$ cat src/rtl/kf8237_pkg.sv
// Shared constants and types for the KF8237 host-side programmer.
package kf8237_pkg;

    localparam logic [3:0] REG_CMD_STATUS   = 4'h8;
    localparam logic [3:0] REG_REQUEST      = 4'h9;
    localparam logic [3:0] REG_SINGLE_MASK  = 4'hA;
    localparam logic [3:0] REG_MODE         = 4'hB;
    localparam logic [3:0] REG_CLR_BYTE_PTR = 4'hC;
    localparam logic [3:0] REG_MASTER_CLR   = 4'hD;
    localparam logic [3:0] REG_CLR_MASK     = 4'hE;
    localparam logic [3:0] REG_ALL_MASK     = 4'hF;

    localparam int unsigned PHASE_CNT_W = 8;
    localparam int unsigned STEP_W      = 3;

    typedef enum logic {
        OP_PROGRAM  = 1'b0,
        OP_READBACK = 1'b1
    } op_t;

    typedef enum logic [2:0] {
        PH_IDLE   = 3'd0,
        PH_GAP    = 3'd1,
        PH_SETUP  = 3'd2,
        PH_STROBE = 3'd3,
        PH_HOLD   = 3'd4
    } phase_t;

    typedef enum logic [1:0] {
        SEQ_IDLE = 2'd0,
        SEQ_RUN  = 2'd1,
        SEQ_DONE = 2'd2
    } seq_t;

endpackage

$ cat src/rtl/kf8237_io_cycle.sv
// One 8237 register access: GAP -> SETUP -> STROBE -> HOLD, owning the CPU-port pins.
module kf8237_io_cycle
    import kf8237_pkg::*;
#(
    parameter int unsigned SETUP_CYCLES  = 1,
    parameter int unsigned STROBE_CYCLES = 2,
    parameter int unsigned HOLD_CYCLES   = 1
) (
    input  logic       clock,
    input  logic       reset,
    input  logic       start,
    input  logic       more,
    input  logic       is_write,
    input  logic [3:0] addr,
    input  logic [7:0] wdata,
    input  logic       dma_bus_busy,
    input  logic [7:0] data_in,
    output logic       done_c,
    output logic       error_c,
    output logic [7:0] rdata,
    output logic       chip_select_n,
    output logic       io_read_n,
    output logic       io_write_n,
    output logic [3:0] address_out,
    output logic [7:0] data_out,
    output logic       data_out_en
);

    phase_t                 phase, phase_d;
    logic [PHASE_CNT_W-1:0] count, count_d;
    logic                   err_q;
    logic                   last_c;
    logic                   in_strobe_hold;
    int unsigned            phase_len;
    logic                   cs_n_d, rd_n_d, wr_n_d, en_d;
    logic [3:0]             addr_d;
    logic [7:0]             data_d;

    // Length of the current phase and whether this is its final cycle
    always_comb begin
        phase_len = 1;
        case (phase)
            PH_SETUP:  phase_len = SETUP_CYCLES;
            PH_STROBE: phase_len = STROBE_CYCLES;
            PH_HOLD:   phase_len = HOLD_CYCLES;
            default:   phase_len = 1;
        endcase
        last_c         = (count == PHASE_CNT_W'(phase_len - 1));
        in_strobe_hold = (phase == PH_STROBE) || (phase == PH_HOLD);
        error_c        = err_q || (in_strobe_hold && dma_bus_busy);
    end

    // Phase register, per-access error flag and read-data capture
    always_ff @(posedge clock or posedge reset) begin
        if (reset) begin
            phase <= PH_IDLE;
            count <= '0;
            err_q <= 1'b0;
            rdata <= '0;
        end else begin
            phase <= phase_d;
            count <= count_d;
            if (phase == PH_GAP) begin
                err_q <= 1'b0;
            end else if (in_strobe_hold && dma_bus_busy) begin
                err_q <= 1'b1;
            end
            if (phase == PH_STROBE && last_c) begin
                rdata <= data_in;
            end
        end
    end

    // Next phase; GAP waits out bus ownership, a started access always runs to the end
    always_comb begin
        phase_d = phase;
        count_d = count;
        done_c  = 1'b0;
        case (phase)
            PH_IDLE: begin
                if (start) begin
                    phase_d = PH_GAP;
                end
            end
            PH_GAP: begin
                if (!dma_bus_busy) begin
                    phase_d = PH_SETUP;
                    count_d = '0;
                end
            end
            PH_SETUP: begin
                if (last_c) begin
                    phase_d = PH_STROBE;
                    count_d = '0;
                end else begin
                    count_d = count + PHASE_CNT_W'(1);
                end
            end
            PH_STROBE: begin
                if (last_c) begin
                    phase_d = PH_HOLD;
                    count_d = '0;
                end else begin
                    count_d = count + PHASE_CNT_W'(1);
                end
            end
            PH_HOLD: begin
                if (last_c) begin
                    done_c  = 1'b1;
                    phase_d = more ? PH_GAP : PH_IDLE;
                    count_d = '0;
                end else begin
                    count_d = count + PHASE_CNT_W'(1);
                end
            end
            default: begin
                phase_d = PH_IDLE;
                count_d = '0;
            end
        endcase
    end

    // Pin values for the coming phase; address/data latched on entry to SETUP
    always_comb begin
        cs_n_d = !((phase_d == PH_SETUP) || (phase_d == PH_STROBE) || (phase_d == PH_HOLD));
        rd_n_d = !((phase_d == PH_STROBE) && !is_write);
        wr_n_d = !((phase_d == PH_STROBE) && is_write);
        en_d   = !cs_n_d && is_write;
        addr_d = address_out;
        data_d = data_out;
        if (phase == PH_GAP && phase_d == PH_SETUP) begin
            addr_d = addr;
            if (is_write) begin
                data_d = wdata;
            end
        end
    end

    // Registered bus pins
    always_ff @(posedge clock or posedge reset) begin
        if (reset) begin
            chip_select_n <= 1'b1;
            io_read_n     <= 1'b1;
            io_write_n    <= 1'b1;
            address_out   <= '0;
            data_out      <= '0;
            data_out_en   <= 1'b0;
        end else begin
            chip_select_n <= cs_n_d;
            io_read_n     <= rd_n_d;
            io_write_n    <= wr_n_d;
            address_out   <= addr_d;
            data_out      <= data_d;
            data_out_en   <= en_d;
        end
    end

endmodule

$ cat src/rtl/kf8237_host_programmer.sv
// Turns one channel command into the 8237 register access sequence and reports completion.
module kf8237_host_programmer
    import kf8237_pkg::*;
#(
    parameter int unsigned SETUP_CYCLES  = 1,
    parameter int unsigned STROBE_CYCLES = 2,
    parameter int unsigned HOLD_CYCLES   = 1
) (
    input  logic        clock,
    input  logic        reset,
    input  logic        cmd_valid,
    output logic        cmd_ready,
    input  logic        cmd_op,
    input  logic [1:0]  cmd_channel,
    input  logic [5:0]  cmd_mode,
    input  logic        cmd_unmask,
    input  logic [15:0] cmd_address,
    input  logic [15:0] cmd_count,
    input  logic        dma_bus_busy,
    output logic        chip_select_n,
    output logic        io_read_n,
    output logic        io_write_n,
    output logic [3:0]  address_out,
    output logic [7:0]  data_out,
    output logic        data_out_en,
    input  logic [7:0]  data_in,
    output logic        rsp_valid,
    output logic        rsp_error,
    output logic [15:0] rsp_address,
    output logic [15:0] rsp_count
);

    seq_t              state, state_d;
    logic [STEP_W-1:0] step, last_step;
    op_t               op_q;
    logic [1:0]        ch_q;
    logic [5:0]        mode_q;
    logic              unmask_q;
    logic [15:0]       addr_q, cnt_q;
    logic              sticky_err;
    logic [7:0]        rb_addr_lo, rb_addr_hi, rb_cnt_lo;
    logic              accept_c, more_c;
    logic              acc_write;
    logic [3:0]        acc_addr;
    logic [7:0]        acc_data;
    logic              io_done_c, io_error_c;
    logic [7:0]        io_rdata;
    logic              ready_d, valid_d, error_d;
    logic [15:0]       rsp_addr_d, rsp_cnt_d;

    assign accept_c  = (state == SEQ_IDLE) && cmd_valid;
    assign last_step = (op_q == OP_READBACK) ? STEP_W'(4) : (unmask_q ? STEP_W'(7) : STEP_W'(6));
    assign more_c    = (step != last_step);

    kf8237_io_cycle #(
        .SETUP_CYCLES  (SETUP_CYCLES),
        .STROBE_CYCLES (STROBE_CYCLES),
        .HOLD_CYCLES   (HOLD_CYCLES)
    ) u_io (
        .clock         (clock),
        .reset         (reset),
        .start         (accept_c),
        .more          (more_c),
        .is_write      (acc_write),
        .addr          (acc_addr),
        .wdata         (acc_data),
        .dma_bus_busy  (dma_bus_busy),
        .data_in       (data_in),
        .done_c        (io_done_c),
        .error_c       (io_error_c),
        .rdata         (io_rdata),
        .chip_select_n (chip_select_n),
        .io_read_n     (io_read_n),
        .io_write_n    (io_write_n),
        .address_out   (address_out),
        .data_out      (data_out),
        .data_out_en   (data_out_en)
    );

    // Step-decode ROM: register address, data and direction for the current step
    always_comb begin
        acc_write = 1'b1;
        acc_addr  = REG_CLR_BYTE_PTR;
        acc_data  = 8'h00;
        if (op_q == OP_PROGRAM) begin
            case (step)
                3'd0: begin acc_addr = REG_SINGLE_MASK;      acc_data = {5'b0, 1'b1, ch_q}; end
                3'd1: begin acc_addr = REG_CLR_BYTE_PTR;     acc_data = 8'h00;              end
                3'd2: begin acc_addr = {1'b0, ch_q, 1'b0};   acc_data = addr_q[7:0];        end
                3'd3: begin acc_addr = {1'b0, ch_q, 1'b0};   acc_data = addr_q[15:8];       end
                3'd4: begin acc_addr = {1'b0, ch_q, 1'b1};   acc_data = cnt_q[7:0];         end
                3'd5: begin acc_addr = {1'b0, ch_q, 1'b1};   acc_data = cnt_q[15:8];        end
                3'd6: begin acc_addr = REG_MODE;             acc_data = {mode_q, ch_q};     end
                default: begin acc_addr = REG_SINGLE_MASK;   acc_data = {5'b0, 1'b0, ch_q}; end
            endcase
        end else begin
            case (step)
                3'd0:       begin acc_write = 1'b1; acc_addr = REG_CLR_BYTE_PTR;   end
                3'd1, 3'd2: begin acc_write = 1'b0; acc_addr = {1'b0, ch_q, 1'b0}; end
                default:    begin acc_write = 1'b0; acc_addr = {1'b0, ch_q, 1'b1}; end
            endcase
        end
    end

    // Sequencer state, step counter, latched command and read-back bytes
    always_ff @(posedge clock or posedge reset) begin
        if (reset) begin
            state      <= SEQ_IDLE;
            step       <= '0;
            op_q       <= OP_PROGRAM;
            ch_q       <= '0;
            mode_q     <= '0;
            unmask_q   <= 1'b0;
            addr_q     <= '0;
            cnt_q      <= '0;
            sticky_err <= 1'b0;
            rb_addr_lo <= '0;
            rb_addr_hi <= '0;
            rb_cnt_lo  <= '0;
        end else begin
            state <= state_d;
            if (accept_c) begin
                step       <= '0;
                op_q       <= op_t'(cmd_op);
                ch_q       <= cmd_channel;
                mode_q     <= cmd_mode;
                unmask_q   <= cmd_unmask;
                addr_q     <= cmd_address;
                cnt_q      <= cmd_count;
                sticky_err <= 1'b0;
            end else if (io_done_c) begin
                step <= step + STEP_W'(1);
                if (io_error_c) begin
                    sticky_err <= 1'b1;
                end
                if (op_q == OP_READBACK) begin
                    case (step)
                        3'd1:    rb_addr_lo <= io_rdata;
                        3'd2:    rb_addr_hi <= io_rdata;
                        3'd3:    rb_cnt_lo  <= io_rdata;
                        default: ;
                    endcase
                end
            end
        end
    end

    // Next sequencer state
    always_comb begin
        state_d = state;
        case (state)
            SEQ_IDLE: if (cmd_valid) state_d = SEQ_RUN;
            SEQ_RUN:  if (io_done_c && !more_c) state_d = SEQ_DONE;
            SEQ_DONE: state_d = SEQ_IDLE;
            default:  state_d = SEQ_IDLE;
        endcase
    end

    // Response values for the coming cycle
    always_comb begin
        ready_d    = (state_d == SEQ_IDLE);
        valid_d    = (state_d == SEQ_DONE);
        error_d    = (state_d == SEQ_DONE) && (sticky_err || io_error_c);
        rsp_addr_d = rsp_address;
        rsp_cnt_d  = rsp_count;
        if (state == SEQ_RUN && state_d == SEQ_DONE && op_q == OP_READBACK) begin
            rsp_addr_d = {rb_addr_hi, rb_addr_lo};
            rsp_cnt_d  = {io_rdata, rb_cnt_lo};
        end
    end

    // Registered response and handshake outputs
    always_ff @(posedge clock or posedge reset) begin
        if (reset) begin
            cmd_ready   <= 1'b1;
            rsp_valid   <= 1'b0;
            rsp_error   <= 1'b0;
            rsp_address <= '0;
            rsp_count   <= '0;
        end else begin
            cmd_ready   <= ready_d;
            rsp_valid   <= valid_d;
            rsp_error   <= error_d;
            rsp_address <= rsp_addr_d;
            rsp_count   <= rsp_cnt_d;
        end
    end

endmodule
$ cat config.mk
export PLATFORM = sky130hd
export DESIGN_NAME = kf8237_host_programmer
export DESIGN_NICKNAME = d
export VERILOG_FILES = /design/src/rtl/kf8237_pkg.sv /design/src/rtl/kf8237_io_cycle.sv /design/src/rtl/kf8237_host_programmer.sv
export SDC_FILE = /design/constraint.sdc
export NUM_CORES = 1
export LEC_CHECK = 0
export BUFFER_PORTS_ARGS = -buffer_cell sky130_fd_sc_hd__buf_4
export CAP_MARGIN = 20
export CELL_PAD_IN_SITES_DETAIL_PLACEMENT = 0
export CELL_PAD_IN_SITES_GLOBAL_PLACEMENT = 1
export CORE_MARGIN = 1
export CORE_UTILIZATION = 45
export DETAILED_ROUTE_END_ITERATION = 16
export GPL_ROUTABILITY_DRIVEN = 0
export MAX_ROUTING_LAYER = met4
export PLACE_DENSITY_LB_ADDON = 0.1
export SLEW_MARGIN = 20
export SYNTH_ARGS = -nofsm -noshare
export SYNTH_HDL_FRONTEND = slang
export SYNTH_SLANG_ARGS = --single-unit
$ cat constraint.sdc
create_clock -name clock -period 5.15 [get_ports clock]
set_input_delay 0.7725 -clock clock [delete_from_list [all_inputs] [get_ports clock]]
set_output_delay 0.7725 -clock clock [all_outputs]
set_load 0.02 [all_outputs]
## Yosys cells after proc, flatten, opt, wreduce, memory -nomap -nowiden

Cells that the tools add are included.

- Add/sub/neg operators: 3
- Eq/ne operators: 18
- Muxes and demuxes: 32
- Bitwise logic cells: 2
- Reductions and logical operators: 38

Operators by type and width:

| operator | number |
|---|---|
| 8-bit one-hot mux with 7 select lines | 1 |
| 8-bit 2-to-1 mux | 3 |
| 8-bit one-hot mux with 3 select lines | 1 |
| 3-bit 2-to-1 mux | 7 |
| 3-bit by 2-bit equality test with 1-bit output, second input constant | 6 |
| 4-bit one-hot mux with 4 select lines | 1 |
| 3-bit equality test, second input constant | 5 |
| 3-bit one-hot mux with 5 select lines | 1 |
| 4-bit AND reduction | 3 |
| 1-bit logical AND | 11 |
| 1-bit 2-to-1 mux | 11 |
| 8-bit by 1-bit adder with 8-bit output, second input constant | 1 |
| 8-bit equality test | 1 |
| 2-bit 2-to-1 mux | 4 |
| 4-bit one-hot mux with 2 select lines | 1 |
| 3-bit by 1-bit equality test with 1-bit output, second input constant | 2 |
| 3-bit logical NOT | 2 |
| 2-bit AND reduction | 3 |
| 2-bit nonzero test | 3 |
| 2-bit OR reduction | 3 |
| 1-bit logical NOT | 5 |
| 1-bit logical OR | 5 |
| 2-bit logical NOT | 2 |
| 4-bit 2-to-1 mux | 1 |
| 9 further kinds | 10 |

- Register bits after elaboration: 143
- Bits of input ports: 54
- Output and inout bits: 51
- Logic and storage cells: 120

## Depth between registers and ports, before layout

- Word-level depth: 12
- Depth in mapped cells: 8
- Gate-level depth less buffers: 6

## Cells and area by module

From an unflattened synthesis, not the netlist that was laid out.

- Cells, all modules: 464
- Area total of the unflattened synthesis: 6384.9 µm²

Modules (own cells, without submodules):

| module | instances | cells an instance | area each (µm²) | sequential area each (µm²) |
|---|---|---|---|---|
| kf8237_host_programmer | 1 | 330 | 4722.0 | 2678.8 |
| kf8237_io_cycle | 1 | 134 | 1662.8 | 904.6 |

## Worst setup path before layout

No wires, ideal clock.

- Path type: input to register
- From: input cmd_valid
- To: register cnt_q[7]
- Library setup time: 125 ps
- Data arrival time: 2065 ps
- Required time: 5025 ps
- Setup slack: 2960 ps
- Stages: 4
- Path buffers: 2
- Cell sequence: nor3b_1 -> clkbuf_1 -> clkbuf_1 -> mux2_2

- Word-level cells in the longest chain between the ends: 1

Ends and longest elaborated chain:

| what | RTL line | RTL |
|---|---|---|
| start, declared | kf8237_host_programmer.sv:11 | `input logic cmd_valid,` |
| 1-bit logical AND | kf8237_host_programmer.sv:51 | `assign accept_c = (state == SEQ_IDLE) && cmd_valid;` |
| end signal, assigned | kf8237_host_programmer.sv:129 | `cnt_q <= cmd_count;` |
| end, declared | kf8237_host_programmer.sv:39 | `logic [15:0] addr_q, cnt_q;` |

Every way passes these cells.
A chain may end at the register's enable or synchronous reset.

## Worst setup path after layout

- From: register step[0]
- To: register rb_addr_hi[5]

- Word-level cells in the longest chain between the ends: 2

Ends and longest elaborated chain:

| what | RTL line | RTL |
|---|---|---|
| start, declared | kf8237_host_programmer.sv:34 | `logic [STEP_W-1:0] step, last_step;` |
| start signal, assigned | kf8237_host_programmer.sv:132 | `step <= step + STEP_W'(1);` |
| 3-bit by 2-bit equality test with 1-bit output | kf8237_host_programmer.sv:137 | `case (step)` |
| 4-bit AND reduction (no source line) | -- |  |
| end signal, assigned | kf8237_host_programmer.sv:139 | `3'd2: rb_addr_hi <= io_rdata;` |
| end, declared | kf8237_host_programmer.sv:41 | `logic [7:0] rb_addr_lo, rb_addr_hi, rb_cnt_lo;` |

Every way passes these cells.

==> reports/qor.yml <==
synth_sequential_area_ratio_pct: 57.9
synth_ff_type: "dfrtp_1"
row_count: 42
fin_nets: 629
avgSynthCellArea_um2: 13.3
cts_buffer_depth: 2
pin_count: 105
drt_iter0_drc: 255
synth.distinct_cells: 56
endpoint_kind: "register"
cts_resized: 0
path_cells: "inv_1, ha_1, nor2b_1, nand2_1, nor4_4, mux2_2"
dr.pass1.iters: 5
final_util_pct: 57.6
arrival_ns: 3.34
crit_fanout: 18
grt_pass1_wl_um: 21800
timing.fmax_mhz: 330
hp-class: "register to register"
drt-total-wl_um: 13000
crit_slowest_cell: "nor2b_1"
grt_max_degree: 109
core_um2: 13300
status: "complete, no violations"
finalSetupTns_ns: 0
cts_sinks: 143
overflow: 0
crit_type: "register to register"
tightest_slew_ns: 1.05
drive_above_1_share_pct: 40.5
cellLeakagePower_nw: 3.68
reg2regPathDepth: 6
worst_hold_path.num_cells: 1
min_to: "rsp_count[10]$_DFFE_PP0P_"
synth_seq_cells: 143
avgViaCountPerCell: 5.39
power_density_nw_per_um2: 455
wl_per_cell_um: 17.2
finalMaxSlewViolations: 0
synth_top_cell_by_area: "dfrtp_1"
regToRegStartpoint: "step[0]$_DFFE_PP0P_"
initial_utilization_pct: 46.4
fin_worst_skew_ns: 0.00844
fill_cells: 1161
synth-async-reset-ratio_pct: 100
cts_tree: "yes"
root_buffer: "clkbuf_16"
num_vias: 4089
die_x_um: 119
layout_min_cycle_time_ns: 3.03
htreeDepth: 4
slew_headroom_pct: 29.9
syn_inst: 466
die_h_um: 119
synth_warnings: 0
setup_viol: 0
required_ns: 5.46
period_share_pct: 58.9
rsz0062_at_grt: "false"
yosys.cell_count.top_type: "dfrtp_1"
r2r_slack_ns: 2.12
num_antenna_cells: 0
final_cells: 758
clk_pin_slew_ns: 0.06
antenna_found_initial: 0
r2r_end: "rb_addr_hi[5]$_DFFE_PP0P_"
synth_edf_count: 0
track_usage_pct: 20.7
cts-hold-fix-buffers: 0
ir_worst_vdd_uv: 242
worst_setup_path_start_kind: "register"
critPathMaxStageDelay_ns: 0.65
syn_to_final_growth_pct: 24.0
clock_latency_ns: 0.42
cts_made_buffers: 17
synth_top_area_share_pct: 56.2
cts_setup_buffers: 0
synthesis.nets: 526
hpwl_um: 8920
port_buffers: 104
grt_pass1_vias: 4169
synth_common_cells: "dfrtp_1 (139), mux2_2 (73), mux2_1 (31)"
dieArea_um2: 14200
syn-cell-area_um2: 6190
dp_cells: 726
hold_path_startpoint: "rsp_count[10]$_DFFE_PP0P_"
hold_viol_final: 0
synthTopCellsByArea: "dfrtp_1 (56%), mux2_2 (13%), mux2_1 (5.6%), o21ai_0 (1.8%), dfstp_2 (1.7%)"
maxCapViolCount: 0
drc: 0
ant_nets: 0
-- placed cells by master, fill, tap and decap left out, drive strengths merged, types with 7 or more instances in the layout --
master and instances:
clkbuf 17, o21ai 22, nor2 15, nand2 28, inv 17, a22oi 11, dfrtp 139, buf 108
nor3 8, mux2 104, nand3 10, a21oi 7
-- how the worst max path moves through the flow --
stage / startpoint / endpoint / slack, ns / cells after the start
finish: step[0]$_DFFE_PP0P_ / rb_addr_hi[5]$_DFFE_PP0P_ / 2.12 / 6
global route: step[0]$_DFFE_PP0P_ / rb_addr_hi[5]$_DFFE_PP0P_ / 1.84 / 6
CTS: step[0]$_DFFE_PP0P_ / rb_addr_hi[5]$_DFFE_PP0P_ / 2.13 / 6
detailed placement: step[0]$_DFFE_PP0P_ / rb_addr_hi[5]$_DFFE_PP0P_ / 2.13 / 6
global placement: step[0]$_DFFE_PP0P_ / rb_addr_hi[7]$_DFFE_PP0P_ / 2.20 / 6
floorplan: reset / addr_q[0]$_DFFE_PP0P_ / 0.55 / 1
-- kinds of logic (layout without fill, tap and decap cells) --
logic type | after synthesis | after routing | share of synthesized area, %
xor+xnor | 4 | 4 | 0.566
compound gates | 72 | 72 | 8.22
flops | 143 | 143 | 57.9
buf+inv | 33 | 149 | 2.48
simple gates | 101 | 101 | 10.3
mux | 107 | 107 | 19.4
fa+ha+maj | 6 | 6 | 1.21
-- layout make-up --
cell class,instances,area [um2],share of cell area [%]
Clock inverter,15,128,1.66
Timing Repair Buffer,108,811,10.6
Multi-Input combinational cell,290,2480,32.2
Tap cell,176,220,2.87
Clock buffer,17,425,5.54
Inverter,9,38.8,0.505
Sequential cell,143,3580,46.6
-- critical path: cells and delay by family (launching register included) --
family                     cells  cell delay (ns)
adders and majority gates      1             0.60
buffers and inverters          1             0.11
and+or+nand+nor                3             1.35
muxes                          1             0.40
DFF                            1             0.45
-- layer usage --
metal / global-route usage [%] / share of wire, % / up-vias
met3: 5.12 / 4.3 / 12
met2: 31.6 / 48 / 85
met1: 27.2 / 46 / 2079
li1: - / - / 1913
met5: - / 0 / -
met4: 6.80 / 1.2 / 0
-- power by group --
group	internal [W]	total [W]	switching (W)
registers	0.00129	0.00147	0.000176
clock network	0.000631	0.00114	0.000506
logic	0.000382	0.000891	0.000509
total	0.00231	0.00350	0.00119
-- stage by stage --
stage	worst slack, ns	power (W)	hold slack (ns)	area, um2
after global routing	1.84	0.00370	0.500	7680
after detailed placement	2.13	0.00239	0.476	7130
after CTS	2.13	0.00354	0.490	7680
final	2.12	0.00350	0.486	7680
after floorplan	0.546	0.00208	0.452	6190
after global placement	2.20	0.00237	0.463	7130
-- registers in the layout, summed over array words and instances, names as in the netlist, 2 cells and up --
register / count
addr_q: 16
cnt_q: 16
rsp_address: 16
rsp_count: 16
rb_addr_hi: 8
rb_addr_lo: 8
rb_cnt_lo: 8
u_io.count: 8
u_io.data_out: 8
u_io.rdata: 8
mode_q: 6
u_io.address_out: 4
step: 3
u_io.phase: 3
ch_q: 2
state: 2
No activity file was read; power rests on OpenSTA's default activity.
